## src/rtl/mc_ctrl.sv

```systemverilog
// Multi-cycle main controller: FETCH/DECODE/EXE/MEM/WB walk that drives datapath
// write-enables, mux selects and ALUOp from the latched Op/Funct fields.
module mc_ctrl (
    input  logic       clk,
    input  logic       reset,
    input  logic [5:0] Op,
    input  logic [5:0] Funct,
    input  logic       Zero,
    output logic       PCWr,
    output logic       IRWr,
    output logic       RegWr,
    output logic       MemWr,
    output logic [2:0] ALUOp,
    output logic       ALUSrcB,
    output logic [1:0] ExtOp,
    output logic [1:0] RegDst,
    output logic [1:0] MemtoReg,
    output logic [1:0] PCSrc,
    output logic       Done,
    output logic [2:0] State
);

    typedef enum logic [2:0] {
        FETCH  = 3'd0,
        DECODE = 3'd1,
        EXE    = 3'd2,
        MEM    = 3'd3,
        WB     = 3'd4
    } state_t;

    state_t st, nxt;

    logic r_type, is_addu, is_subu, is_jr;
    logic is_ori, is_lui, is_lw, is_sw, is_beq, is_j, is_jal, to_exe;
    logic pcwr_c, irwr_c, regwr_c, memwr_c, done_c;

    assign r_type  = (Op == 6'b000000);
    assign is_addu = r_type && (Funct == 6'b100001);
    assign is_subu = r_type && (Funct == 6'b100011);
    assign is_jr   = r_type && (Funct == 6'b001000);
    assign is_ori  = (Op == 6'b001101);
    assign is_lui  = (Op == 6'b001111);
    assign is_lw   = (Op == 6'b100011);
    assign is_sw   = (Op == 6'b101011);
    assign is_beq  = (Op == 6'b000100);
    assign is_j    = (Op == 6'b000010);
    assign is_jal  = (Op == 6'b000011);
    assign to_exe  = is_addu | is_subu | is_ori | is_lui | is_lw | is_sw | is_beq;

    always_ff @(posedge clk or negedge reset) begin
        if (!reset) st <= FETCH;
        else        st <= nxt;
    end

    always_comb begin
        nxt      = FETCH;
        pcwr_c   = 1'b0;
        irwr_c   = 1'b0;
        regwr_c  = 1'b0;
        memwr_c  = 1'b0;
        done_c   = 1'b0;
        ALUOp    = 3'b000;
        ALUSrcB  = 1'b0;
        ExtOp    = 2'b00;
        RegDst   = 2'b00;
        MemtoReg = 2'b00;
        PCSrc    = 2'b00;

        // ALU controls stay at their EXE values through MEM/WB; Op/Funct are stable.
        if (st == EXE || st == MEM || st == WB) begin
            if (is_addu)             ALUOp = 3'b010;
            else if (is_subu)        ALUOp = 3'b011;
            else if (is_ori)         begin ALUOp = 3'b001; ALUSrcB = 1'b1; end
            else if (is_lui)         begin ALUOp = 3'b001; ALUSrcB = 1'b1; ExtOp = 2'b10; end
            else if (is_lw || is_sw) begin ALUOp = 3'b010; ALUSrcB = 1'b1; ExtOp = 2'b01; end
            else if (is_beq)         ALUOp = 3'b011;
        end

        case (st)
            FETCH: begin
                irwr_c = 1'b1;
                pcwr_c = 1'b1;
                nxt    = DECODE;
            end
            DECODE: begin
                if (is_j) begin
                    pcwr_c = 1'b1; PCSrc = 2'b10; done_c = 1'b1;
                end else if (is_jal) begin
                    pcwr_c = 1'b1; PCSrc = 2'b10; regwr_c = 1'b1;
                    RegDst = 2'b10; MemtoReg = 2'b10; done_c = 1'b1;
                end else if (is_jr) begin
                    pcwr_c = 1'b1; PCSrc = 2'b11; done_c = 1'b1;
                end else if (to_exe) begin
                    nxt = EXE;
                end else begin
                    done_c = 1'b1;
                end
            end
            EXE: begin
                if (is_beq) begin
                    pcwr_c = Zero; PCSrc = 2'b01; done_c = 1'b1;
                end else if (is_lw || is_sw) begin
                    nxt = MEM;
                end else begin
                    nxt = WB;
                end
            end
            MEM: begin
                if (is_lw) begin
                    nxt = WB;
                end else begin
                    memwr_c = 1'b1; done_c = 1'b1;
                end
            end
            WB: begin
                regwr_c  = 1'b1;
                done_c   = 1'b1;
                RegDst   = r_type ? 2'b01 : 2'b00;
                MemtoReg = is_lw  ? 2'b01 : 2'b00;
            end
            default: nxt = FETCH;
        endcase
    end

    // Reset low masks the enables at once, even though state is already FETCH.
    assign PCWr  = pcwr_c  & reset;
    assign IRWr  = irwr_c  & reset;
    assign RegWr = regwr_c & reset;
    assign MemWr = memwr_c & reset;
    assign Done  = done_c  & reset;
    assign State = st;

endmodule
```

## config.mk

```make
export PLATFORM = sky130hd
export DESIGN_NAME = mc_ctrl
export DESIGN_NICKNAME = d
export VERILOG_FILES = /design/src/rtl/mc_ctrl.sv
export SDC_FILE = /design/constraint.sdc
export NUM_CORES = 1
export LEC_CHECK = 0
export ABC_AREA = 1
export CORE_UTILIZATION = 25
export DETAILED_ROUTE_END_ITERATION = 10
export RECOVER_POWER = 50
export SYNTH_ARGS = -nofsm -noshare
export SYNTH_HDL_FRONTEND = slang
export SYNTH_SLANG_ARGS = --single-unit
```

## constraint.sdc

```tcl
create_clock -name clk -period 1.7 [get_ports clk]
set_input_delay 0.51 -clock clk [delete_from_list [all_inputs] [get_ports clk]]
set_output_delay 0.51 -clock clk [all_outputs]
set_load 0.1 [all_outputs]
```

# Word-level counts from Yosys, hierarchy flattened
# Cells that the tools add are included.
# Widths: inputs -> output; s select.
[totals] out_inout_bits=20 reg_bits=3 inputBits=15
[classes] muxes=55 n_reduce_logical=8 n_bitwise=11 eq_ne=14
[op_table] op="$mux 2" count=20
[op_table] op="$eq 6x6->1 const B" count=4
[op_table] op="$mux 1" count=24
[op_table] op="$eq 6x4->1 const B" count=3
[op_table] op="$eq 6x2->1 const B" count=2
[op_table] op="$mux 3" count=4
[op_table] op="$pmux 2 s2" count=3
[op_table] op="$pmux 3 s4" count=1
[op_table] op="$eq 3x2->1 const B" count=2
[op_table] op="$eq 6x3->1 const B" count=1
[op_table] op="$logic_not 6->1" count=1
[op_table] op="$or 1x1->1" count=6
[op_table] op="$and 1x1->1" count=5
[op_table] op="$pmux 1 s4" count=1
[op_table] op="$eq 3x1->1 const B" count=1
[op_table] op="$eq 3x3->1 const B" count=1
[op_table] op="$logic_and 1x1->1" count=3
[op_table] op="$logic_not 3->1" count=1
[op_table] op="$logic_or 1x1->1" count=3
[op_table] op="$pmux 1 s3" count=1
[op_table] op="$pmux 1 s2" count=1

# Longest topological paths before layout
[logic_depth] ltp_word=14 ltp_mapped=8 ltp_nobuf=8

# Worst setup path after synthesis
# Ideal clock, no wire load.
[synth_path] kind="register to output" from="register st[0] (netlist: State[0])" to="output port RegWr" n_path_buf=0 slack_ns=-2.774 required_ns=1.190 stages_incl_launch_ff=7 arrival_time_ns=3.964 path_cell_list="dfrtp_1 inv_2 nor3_2 inv_1 nor3_2 a21oi_1 nor2_1"
[synth_between] elab_chain_cells=3 elab_cells_between_ends=4
[synth_lines] item="start, declared" line="31" text="state_t st, nxt;"
[synth_lines] item="start signal, assigned" line="52" text="else st <= nxt;"
[synth_lines] item="$eq 3x3->1 or $eq 3x1->1 (tied branches)" line="79" text="case (st)"
[synth_lines] item="$pmux 1 s2 *" line="79"
[synth_lines] item="$and 1x1->1 *" line="128" text="assign RegWr = regwr_c & reset;"
[synth_lines] item="end, declared" line="11" text="output logic RegWr,"
# Mark *: on every way between the ends. The rest lies on a longest branch, timed or not.

# Final worst setup path
[layout_path] from="register st[2] (netlist: State[2])" to="output port Done"
[layout_between] elab_chain_cells=3 elab_cells_between_ends=6
[layout_lines] item="$eq 3x3->1 (tied with other cells)" line="79"
[layout_lines] item="$pmux 1 s4 *" line="79"
[layout_lines] item="$and 1x1->1 *" line="130" text="assign Done = done_c & reset;"
[layout_lines] item="end, declared" line="19" text="output logic Done,"
# Marks and branches as above.

==> flow_metrics.py <==
metrics = {
    "worst_hold_path": {
        "hold_class": "in2reg",
        "whs_path_depth": 4,
    },
    "synth": {
        "synthArstFlopShare": 1.00,
        "ys_ff_latch": 3,
        "synth_commonest_cells": "nor2_1 (19), nand2_1 (18), inv_1 (15)",
        "seq_area_frac_synth": 0.150,
        "avgSynthCellArea_um2": 5.45,
        "synth_most_common_cell": "nor2_1",
        "ys_warn_count": 0,
        "syn-num-nets": 107,
        "synthesis.area_um2": 502,
        "synth_area_leaders": "dfrtp_1 (15%), nor2_1 (14%), nand2_1 (13%), inv_1 (11%), nand3_1 (8.0%)",
        "synth_edf_count": 0,
        "synth_area_leader_cell": "dfrtp_1",
        "yosys.area.top_type_share": 0.150,
        "synth_flop_cell": "dfrtp_1",
        "synth_cell_types": 22,
        "synth_cells": 92,
    },
    "die": {
        "dieWidth_um": 46.8,
        "core_area_mm2": 0.00180,
        "die-area_mm2": 0.00219,
        "row_count": 15,
        "io_pins": 35,
        "die_h_um": 46.8,
        "start_util": 0.278,
    },
    "routing": {
        "drt_pass1_iterations": 4,
        "wl_mm": 2.84,
        "viasPerCell": 4.86,
        "drt_iter0_drc": 16,
        "routedWlPerCell_um": 15.1,
        "vias": 914,
        "antenna_left": 0,
        "drc": 0,
    },
    "grt": {
        "grt_use_total": 0.270,
        "antenna_found_initial": 0,
        "grt_pass1_wl_mm": 4.07,
        "grt_pass1_vias": 958,
        "grt_start_max_net_pins": 6,
        "grt_overflow_total": 0,
    },
    "final_layout": {
        "nFillCells": 77,
        "nets": 179,
        "multi_input_area_um2": 648,
        "area_growth_pct": 223,
        "drive_above_1_share": 0.804,
        "finalNonFillerCells": 188,
        "largest_register_ffs": 3,
        "regArea_um2": 86.3,
        "antenna_cells": 0,
    },
    "sta": {
        "hold_slack_ns": 0.602,
        "max_freq_ghz": 0.456,
        "fin_crit_ns": 2.19,
        "final_hold_viol_count": 0,
        "finalSetupViolations": 17,
        "final-max-slew-violation-count": 0,
        "rsz0062_at_grt": "yes",
        "skew_ns": 0.00464,
        "fin_ws_ns": -0.491,
        "fin_crit_sh": 1.29,
    },
    "setup_path": {
        "worst_ep_required_time_ns": 1.19,
        "cp-end-kind": "output port",
        "crit_arrival_ns": 1.68,
        "reg2reg_depth": 8,
        "cp-start-kind": "register",
        "cp_max_fo": 4,
        "rrSetupSlack_ns": 0.22,
        "crit_type": "reg2out",
    },
    "cts": {
        "root_buffer": "clkbuf_4",
        "cts_buffer_depth": 2,
        "cts_made_buffers": 3,
        "worstSkewPairLatency_ns": 0.24,
        "cts-hold-fix-buffers": 0,
        "cts.sinks": 3,
        "cts_htree_levels": 1,
        "cts_tree": "done",
        "cts.reportedPaths.clkPinSlew_ns": 0.04,
    },
    "placed_design": {
        "gp_congestion": 0.831,
        "place_hpwl_mm": 1.70,
        "place_inst": 172,
        "io_buffers": 33,
    },
    "run_status": {
        "violations": "setup timing",
        "outcome": "finished with violations",
    },
    "power": {
        "ir_drop_mv": 1.08,
        "power_density_mw_per_mm2": 791,
        "p_leak_nw": 0.692,
    },
    "run": {
        "maxCapViolCount": 0,
    },
}
## area by class of cell
| type | instances | share of cell area |
|---|---|---|
| Timing Repair Buffer | 69 | 0.470 |
| Multi-Input combinational cell | 71 | 0.399 |
| Sequential cell | 3 | 0.0532 |
| Inverter | 16 | 0.0424 |
| Tap cell | 25 | 0.0193 |
| Clock buffer | 4 | 0.0162 |
## placed cells by master (no fill, tap or decap), drive strengths merged
cell and instances:
buf 65, inv 15, nor3b 1, o21ai 2
clkdlybuf4s50 2, nand4 1, a31oi 1, or2 1
conb 1, clkbuf 4, o21bai 1, clkinvlp 1
nor2 23, nand3 10, nor3 4, clkdlybuf4s15 2
and2 1, dfrtp 3, a21oi 6, nand2 19
## stage by stage
stage / total power [mW] / setup slack, ns / utilization / TNS [ns] / area [µm²]
CTS: 1.23 / -0.442 / 0.884 / -5.77 / 1590
detailed placement: 0.988 / -0.888 / 0.765 / -11.57 / 1380
global placement: 0.981 / -0.899 / 0.765 / -11.35 / 1380
global route: 1.33 / -0.505 / 0.901 / -6.74 / 1620
finish: 1.28 / -0.491 / 0.901 / -6.11 / 1620
floorplan: 0.647 / -1.26 / - / -9.75 / 662
## power by group
group          switching, mW  total (mW)  internal (mW)
sequential            0.0293       0.126         0.0965
clock                 0.0402       0.128         0.0882
combinational          0.621        1.03          0.409
total                  0.690        1.28          0.594
## logic make-up after synthesis
family	synth area share
and+or+nand+nor	0.586
DFF	0.150
other	0.00747
buffers and inverters	0.150
AOI/OAI and AO/OA	0.107
## final timing paths
path / start / to
max in group asynchronous: reset / State[1]$_DFF_PN0_
min in group asynchronous: reset / State[0]$_DFF_PN0_
worst min-delay path: Op[4] / State[0]$_DFF_PN0_
worst max register to register: State[1]$_DFF_PN0_ / State[1]$_DFF_PN0_
worst min register to register: State[2]$_DFF_PN0_ / State[2]$_DFF_PN0_
worst max-delay path: State[2]$_DFF_PN0_ / Done
## repair_timing
item | in CTS | in global routing
pin swaps | 27 | 8
setup endpoints to repair | 16 | 17
buffers inserted | 10 | 2
cloned | 0 | 0
resized for setup | 91 | 4
## worst max-delay path, cell delays in order (launching register included)
cell     delay (ns)
dfrtp_4        0.50
inv_2          0.07
nand2_2        0.09
nor2_4         0.12
nand3_2        0.11
nand2_1        0.12
nor2_2         0.06
a21oi_4        0.16
buf_12         0.19
## metal layers
layer  part of all wire  routed length (µm)  track usage
met5                  0                   0            0
met4              0.052                 148        0.149
met3              0.044                 124       0.0462
met2               0.53                1500        0.492
met1               0.37                1060        0.293
No activity file was read; power rests on OpenSTA's default activity.
